[src/rtl/prog_loader.sv]
// prog_loader: UART boot loader that streams a length-prefixed
// program image into instruction memory while holding the CPU.
module prog_loader #(
    parameter int CLKS_PER_BIT = 868,
    parameter int ADDR_W       = 14
) (
    input  logic              clk,
    input  logic              rst,
    input  logic              rx,
    input  logic              start,
    output logic              imem_we,
    output logic [ADDR_W-1:0] imem_addr,
    output logic [31:0]       imem_wdata,
    output logic              cpu_hold,
    output logic              busy,
    output logic              done,
    output logic              err
);

    localparam logic [15:0] HALF_M1 = 16'(CLKS_PER_BIT / 2 - 1);
    localparam logic [15:0] BIT_M1  = 16'(CLKS_PER_BIT - 1);

    typedef enum logic [1:0] {
        R_IDLE,
        R_START,
        R_DATA,
        R_STOP
    } rx_state_t;

    typedef enum logic [2:0] {
        L_IDLE,
        L_HDR0,
        L_HDR1,
        L_DATA,
        L_DONE,
        L_ERR
    } ld_state_t;

    logic        rx_s1, rx_s2, rx_prev;
    rx_state_t   rs, rs_nxt;
    logic [15:0] cnt, cnt_nxt;
    logic [2:0]  bit_idx, bit_nxt;
    logic [7:0]  rx_byte, sh_nxt;
    logic        byte_valid, bv_nxt;
    logic        frame_err, fe_nxt;

    ld_state_t   st, st_nxt;
    logic        go;
    logic [15:0] n;
    logic [15:0] word_cnt;
    logic [1:0]  byte_idx;
    logic [ADDR_W-1:0] addr;
    logic [23:0] acc;
    logic [31:0] wdata;
    logic        we;
    logic [31:0] hdr_n;
    logic        last_word;

    // Two-flop synchronizer plus a delayed copy for edge detection
    always_ff @(posedge clk or negedge rst) begin
        if (!rst) begin
            rx_s1   <= 1'b1;
            rx_s2   <= 1'b1;
            rx_prev <= 1'b1;
        end else begin
            rx_s1   <= rx;
            rx_s2   <= rx_s1;
            rx_prev <= rx_s2;
        end
    end

    // Receiver state and datapath registers
    always_ff @(posedge clk or negedge rst) begin
        if (!rst) begin
            rs         <= R_IDLE;
            cnt        <= '0;
            bit_idx    <= '0;
            rx_byte    <= '0;
            byte_valid <= 1'b0;
            frame_err  <= 1'b0;
        end else begin
            rs         <= rs_nxt;
            cnt        <= cnt_nxt;
            bit_idx    <= bit_nxt;
            rx_byte    <= sh_nxt;
            byte_valid <= bv_nxt;
            frame_err  <= fe_nxt;
        end
    end

    // Receiver next state: mid-bit sampling, false-start rejection
    always_comb begin
        rs_nxt  = rs;
        cnt_nxt = cnt;
        bit_nxt = bit_idx;
        sh_nxt  = rx_byte;
        bv_nxt  = 1'b0;
        fe_nxt  = 1'b0;
        case (rs)
            R_IDLE: begin
                if (rx_prev && !rx_s2) begin
                    rs_nxt  = R_START;
                    cnt_nxt = '0;
                end
            end
            R_START: begin
                if (cnt == HALF_M1) begin
                    cnt_nxt = '0;
                    bit_nxt = '0;
                    rs_nxt  = rx_s2 ? R_IDLE : R_DATA;
                end else begin
                    cnt_nxt = cnt + 16'd1;
                end
            end
            R_DATA: begin
                if (cnt == BIT_M1) begin
                    cnt_nxt = '0;
                    sh_nxt  = {rx_s2, rx_byte[7:1]};
                    bit_nxt = bit_idx + 3'd1;
                    if (bit_idx == 3'd7) begin
                        rs_nxt = R_STOP;
                    end
                end else begin
                    cnt_nxt = cnt + 16'd1;
                end
            end
            R_STOP: begin
                if (cnt == BIT_M1) begin
                    cnt_nxt = '0;
                    rs_nxt  = R_IDLE;
                    bv_nxt  = rx_s2;
                    fe_nxt  = !rx_s2;
                end else begin
                    cnt_nxt = cnt + 16'd1;
                end
            end
            default: rs_nxt = R_IDLE;
        endcase
    end

    assign hdr_n     = {16'd0, rx_byte, n[7:0]};
    assign last_word = ({1'b0, word_cnt} + 17'd1) == {1'b0, n};

    // Loader state register
    always_ff @(posedge clk or negedge rst) begin
        if (!rst) begin
            st <= L_IDLE;
        end else begin
            st <= st_nxt;
        end
    end

    // Loader next state and start decode
    always_comb begin
        st_nxt = st;
        go     = 1'b0;
        case (st)
            L_IDLE, L_DONE, L_ERR: begin
                if (start) begin
                    go     = 1'b1;
                    st_nxt = L_HDR0;
                end
            end
            L_HDR0: begin
                if (frame_err) begin
                    st_nxt = L_ERR;
                end else if (byte_valid) begin
                    st_nxt = L_HDR1;
                end
            end
            L_HDR1: begin
                if (frame_err) begin
                    st_nxt = L_ERR;
                end else if (byte_valid) begin
                    if (hdr_n == 32'd0) begin
                        st_nxt = L_DONE;
                    end else if (hdr_n > (32'd1 << ADDR_W)) begin
                        st_nxt = L_ERR;
                    end else begin
                        st_nxt = L_DATA;
                    end
                end
            end
            L_DATA: begin
                if (frame_err) begin
                    st_nxt = L_ERR;
                end else if (we && last_word) begin
                    st_nxt = L_DONE;
                end
            end
            default: st_nxt = L_IDLE;
        endcase
    end

    // Header capture, little-endian word assembly and write strobe
    always_ff @(posedge clk or negedge rst) begin
        if (!rst) begin
            n        <= '0;
            word_cnt <= '0;
            byte_idx <= '0;
            addr     <= '0;
            acc      <= '0;
            wdata    <= '0;
            we       <= 1'b0;
        end else begin
            we <= 1'b0;
            if (go) begin
                word_cnt <= '0;
                byte_idx <= '0;
                addr     <= '0;
            end
            if (st == L_HDR0 && byte_valid) begin
                n[7:0] <= rx_byte;
            end
            if (st == L_HDR1 && byte_valid) begin
                n[15:8] <= rx_byte;
            end
            if (st == L_DATA && byte_valid) begin
                byte_idx <= byte_idx + 2'd1;
                case (byte_idx)
                    2'd0: acc[7:0]   <= rx_byte;
                    2'd1: acc[15:8]  <= rx_byte;
                    2'd2: acc[23:16] <= rx_byte;
                    default: begin
                        wdata <= {rx_byte, acc};
                        we    <= 1'b1;
                    end
                endcase
            end
            if (we) begin
                addr     <= addr + 1'b1;
                word_cnt <= word_cnt + 16'd1;
            end
        end
    end

    assign imem_we    = we;
    assign imem_addr  = addr;
    assign imem_wdata = wdata;
    assign busy       = (st == L_HDR0) || (st == L_HDR1) || (st == L_DATA);
    assign done       = (st == L_DONE);
    assign err        = (st == L_ERR);
    assign cpu_hold   = busy || err;

endmodule

[config.mk]
export PLATFORM = sky130hd
export DESIGN_NAME = prog_loader
export DESIGN_NICKNAME = d
export VERILOG_FILES = /design/src/rtl/prog_loader.sv
export SDC_FILE = /design/constraint.sdc
export NUM_CORES = 1
export LEC_CHECK = 0
export ABC_AREA = 1
export BUFFER_PORTS_ARGS = -buffer_cell sky130_fd_sc_hd__buf_2
export CORE_ASPECT_RATIO = 1.5
export CORE_MARGIN = 2
export CORE_UTILIZATION = 50
export CTS_BUF_LIST = sky130_fd_sc_hd__clkbuf_16
export DETAILED_ROUTE_END_ITERATION = 7
export GPL_TIMING_DRIVEN = 0
export MAX_ROUTING_LAYER = met4
export PLACE_DENSITY = 0.74
export SYNTH_ARGS = -nofsm -noshare
export SYNTH_HDL_FRONTEND = slang
export SYNTH_SLANG_ARGS = --single-unit
[constraint.sdc]
create_clock -name clk -period 2.25 [get_ports clk]
set_input_delay 0.3375 -clock clk [delete_from_list [all_inputs] [get_ports clk]]
set_output_delay 0.3375 -clock clk [all_outputs]
set_load 0.02 [all_outputs]
==> impl_metrics.yaml <==
pwr:
  seqPwrFrac_pct: 44.8
  internal-power_w: 0.00434
  powerDensity_nw_per_um2: 755
  pwr-share-comb_pct: 7.9
  p_clk_share_pct: 47.3
  finalPower_w: 0.00597
  ir_drop_v: 0.000490
  cellLeakagePower_nw: 4.11
  p_switching_w: 0.00163
  swShare_pct: 27.2
drt:
  wl_per_cell_um: 14.1
  drc_errors: 0
  drtAntennaViolNets: 0
  dr.first_iter.drc_count: 245
  num_vias: 5653
  via_per_inst: 5.27
  routed_wl_mm: 15.1
  detail_route.first_pass.iterations: 7
placed_design:
  port_buffers: 54
  dpl-instance-area_sq_um: 7220
  hpwl_mm: 10.5
  globalplace.congestion: 0.883
  post-place-ws_ns: 0.0570
  place_inst: 1033
timing:
  hold_viol: 0
  clock.fmax_ghz: 0.484
  hold-worst-slack_ns: 0.356
  finalMaxSlewViolations: 0
  setup_ws_ns: 0.185
  clock-skew-final_ns: 0.00712
  rsz0062_at_grt: "true"
  fin_crit_ns: 2.07
  max_slew_margin_pct: 61.6
  timing.final.crit_share_pct: 91.8
  worst_pin_slew_ns: 0.576
  setup_viol: 0
final_layout:
  final_cells: 1072
  area_growth_pct: 17.7
  final_common_cell: "nand2_1"
  mostFrequentLayoutCells: "269 x nand2_1, 139 x dfrtp_1, 87 x inv_1"
  nFillCells: 1121
  fin_nets: 914
  antennaDiodeCount: 0
  drive_gt1_share_pct: 13.9
  design_area_sq_um: 7900
die:
  core_sq_um: 13100
  start_util_pct: 51.3
  ios: 55
  die_x_um: 98.6
  num_rows: 51
  die_h_um: 146
  die_area_sq_um: 14400
grt:
  overflow: 0
  grtUsageTotal_pct: 22.5
  first_global_vias: 5568
  grt_pass1_wl_mm: 25.6
  antenna_found_initial: 0
  grt_max_degree: 94
synth:
  ys_types: 37
  ys_warn_count: 0
  synth_nets: 833
  synthArstFlopShare_pct: 100
  yosysSeqAreaShare_pct: 53.0
  synth_top_area_cell: "dfrtp_1"
  netlist_area_sq_um: 6710
  netlist.area_leader.share_pct: 51.8
  synth-seq-cells: 142
  synth_ff_type: "dfrtp_1"
  synth_edf_count: 0
  synthCells: 819
  avgSynthCellArea_sq_um: 8.20
  ys_top_cells_by_area: "dfrtp_1 52%, nand2_1 15%, o21ai_0 6.4%"
worst_setup_path:
  cp_data_arrival_time_ns: 1.73
  crit_slowest_cell: "dfrtp_1"
  critPathKind: "flip-flop to primary output"
  startpoint_type: "flip-flop"
  critPathRequiredTime_ns: 1.91
  worstPathMaxFanout: 4
  endpoint_kind: "primary output"
  path_common_cell: "inv_1"
  cp_cell_sequence: "inv_1 > nor2_1 > inv_1 > nor2_1 > inv_1 > o21ai_0 > inv_1 > nand2_1 > buf_2"
  cpPeakStageDelay_ns: 0.40
outcome:
  status: "completed"
clock_network:
  cts_buffer_depth: 2
  path_clk_slew_ns: 0.07
  clock-root-buffer: "clkbuf_16"
  htree_levels: 4
  cts_tree: "done"
  worst_skew_pair.late_latency_ns: 0.42
  cts-buffers-inserted: 17
  clock-sinks: 142
job:
  cap_viol_max_count: 0
hold_path:
  min_path_type: "flip-flop to flip-flop"
-- cell families after synthesis --
kind of cell    share of synthesized area, %
compound gates                          10.0
xor+xnor                                1.38
fa+ha+maj                               1.86
buf+inv                                 6.11
flops                                   53.0
mux                                    0.298
simple gates                            27.3
-- cells in the mapped netlist, types with 3 or more instances --
cell / count
nand3_1: 53
nor3_1: 6
o31ai_1: 3
nor2_2: 3
nand2_2: 6
buf_2: 4
clkbuf_1: 13
nor4_1: 5
nand4_1: 15
nor2_1: 50
ha_1: 10
nand2_1: 269
o21ai_0: 86
dfstp_2: 3
dfrtp_1: 139
a21oi_1: 8
nor2_4: 6
xor2_1: 7
nand3b_1: 3
inv_1: 87
o22ai_1: 19
-- registers in the layout (all words and copies together), names as in the netlist, named ones only --
register	flops
imem_we	1
n	16
imem_wdata	32
rx_prev	1
byte_idx	2
frame_err	1
rx_s2	1
rs	1
imem_addr	14
rx_byte	8
byte_valid	1
st	3
rx_s1	1
cnt	16
word_cnt	16
bit_idx	3
acc	24
-- repair_timing --
action                                  in CTS  in global routing
resized for setup                            0                  5
endpoints found under the setup margin       0                 27
hold endpoints to repair                    48                  1
setup buffers                                0                  5
hold buffers                                 1                  1
-- layer usage --
metal | track usage [%] | vias up | routed length, um
met1 | 26.5 | 2695 | 6400
met3 | 4.66 | 25 | 487
met4 | 6.92 | 0 | 265
met5 | - | - | 0
li1 | - | 2830 | -
met2 | 38.4 | 103 | 7910
-- layout make-up --
class	count	area (sq um)	share of cell area (%)
flip-flops and latches	142	3560	45.0
multi-input cells	569	2770	35.1
clock buffers	17	425	5.38
repair buffers	62	362	4.58
inverters	91	342	4.32
well taps	159	199	2.52
clock inverters	15	174	2.20
plain buffers	17	68.8	0.871
-- power by group through the flow --
stage          sequential [W]  clock (W)  combinational [W]
6_report              0.00267    0.00282           0.000469
2_1_floorplan         0.00271          0           0.000316
3_5_place_dp          0.00272          0           0.000460
4_1_cts               0.00267    0.00286           0.000471
5_1_grt               0.00268    0.00297           0.000529
3_3_place_gp          0.00272          0           0.000446
-- worst paths after layout --
path / startpoint / end / slack [ns] / depth (start not counted)
max reg2reg: word_cnt[0] / st[0] / 0.20 / 16
min: rx_s1 / rx_s2 / 0.36 / 0
min reg2reg: rx_s1 / rx_s2 / 0.36 / 0
max in group asynchronous: rst / rx_prev / 1.00 / 3
max: st[0] / busy / 0.18 / 9
min in group asynchronous: rst / imem_wdata[12] / 0.43 / 2
-- metrics by stage --
stage                     setup TNS (ns)  util [%]
after global placement           -161.03      54.9
after CTS                              0      59.8
after floorplan                        0         -
after global routing             -0.0252      60.4
after detailed placement               0      55.2
final                                  0      60.4
-- critical path, delay by kind of cell (launching register included) --
kind / cells / cell delay, ns
AO/OA/AOI/OAI: 1 / 0.08
buffers and inverters: 5 / 0.47
flip-flops: 1 / 0.40
AND/OR/NAND/NOR: 3 / 0.35
Note: power is estimated with default switching activity, not from simulation.
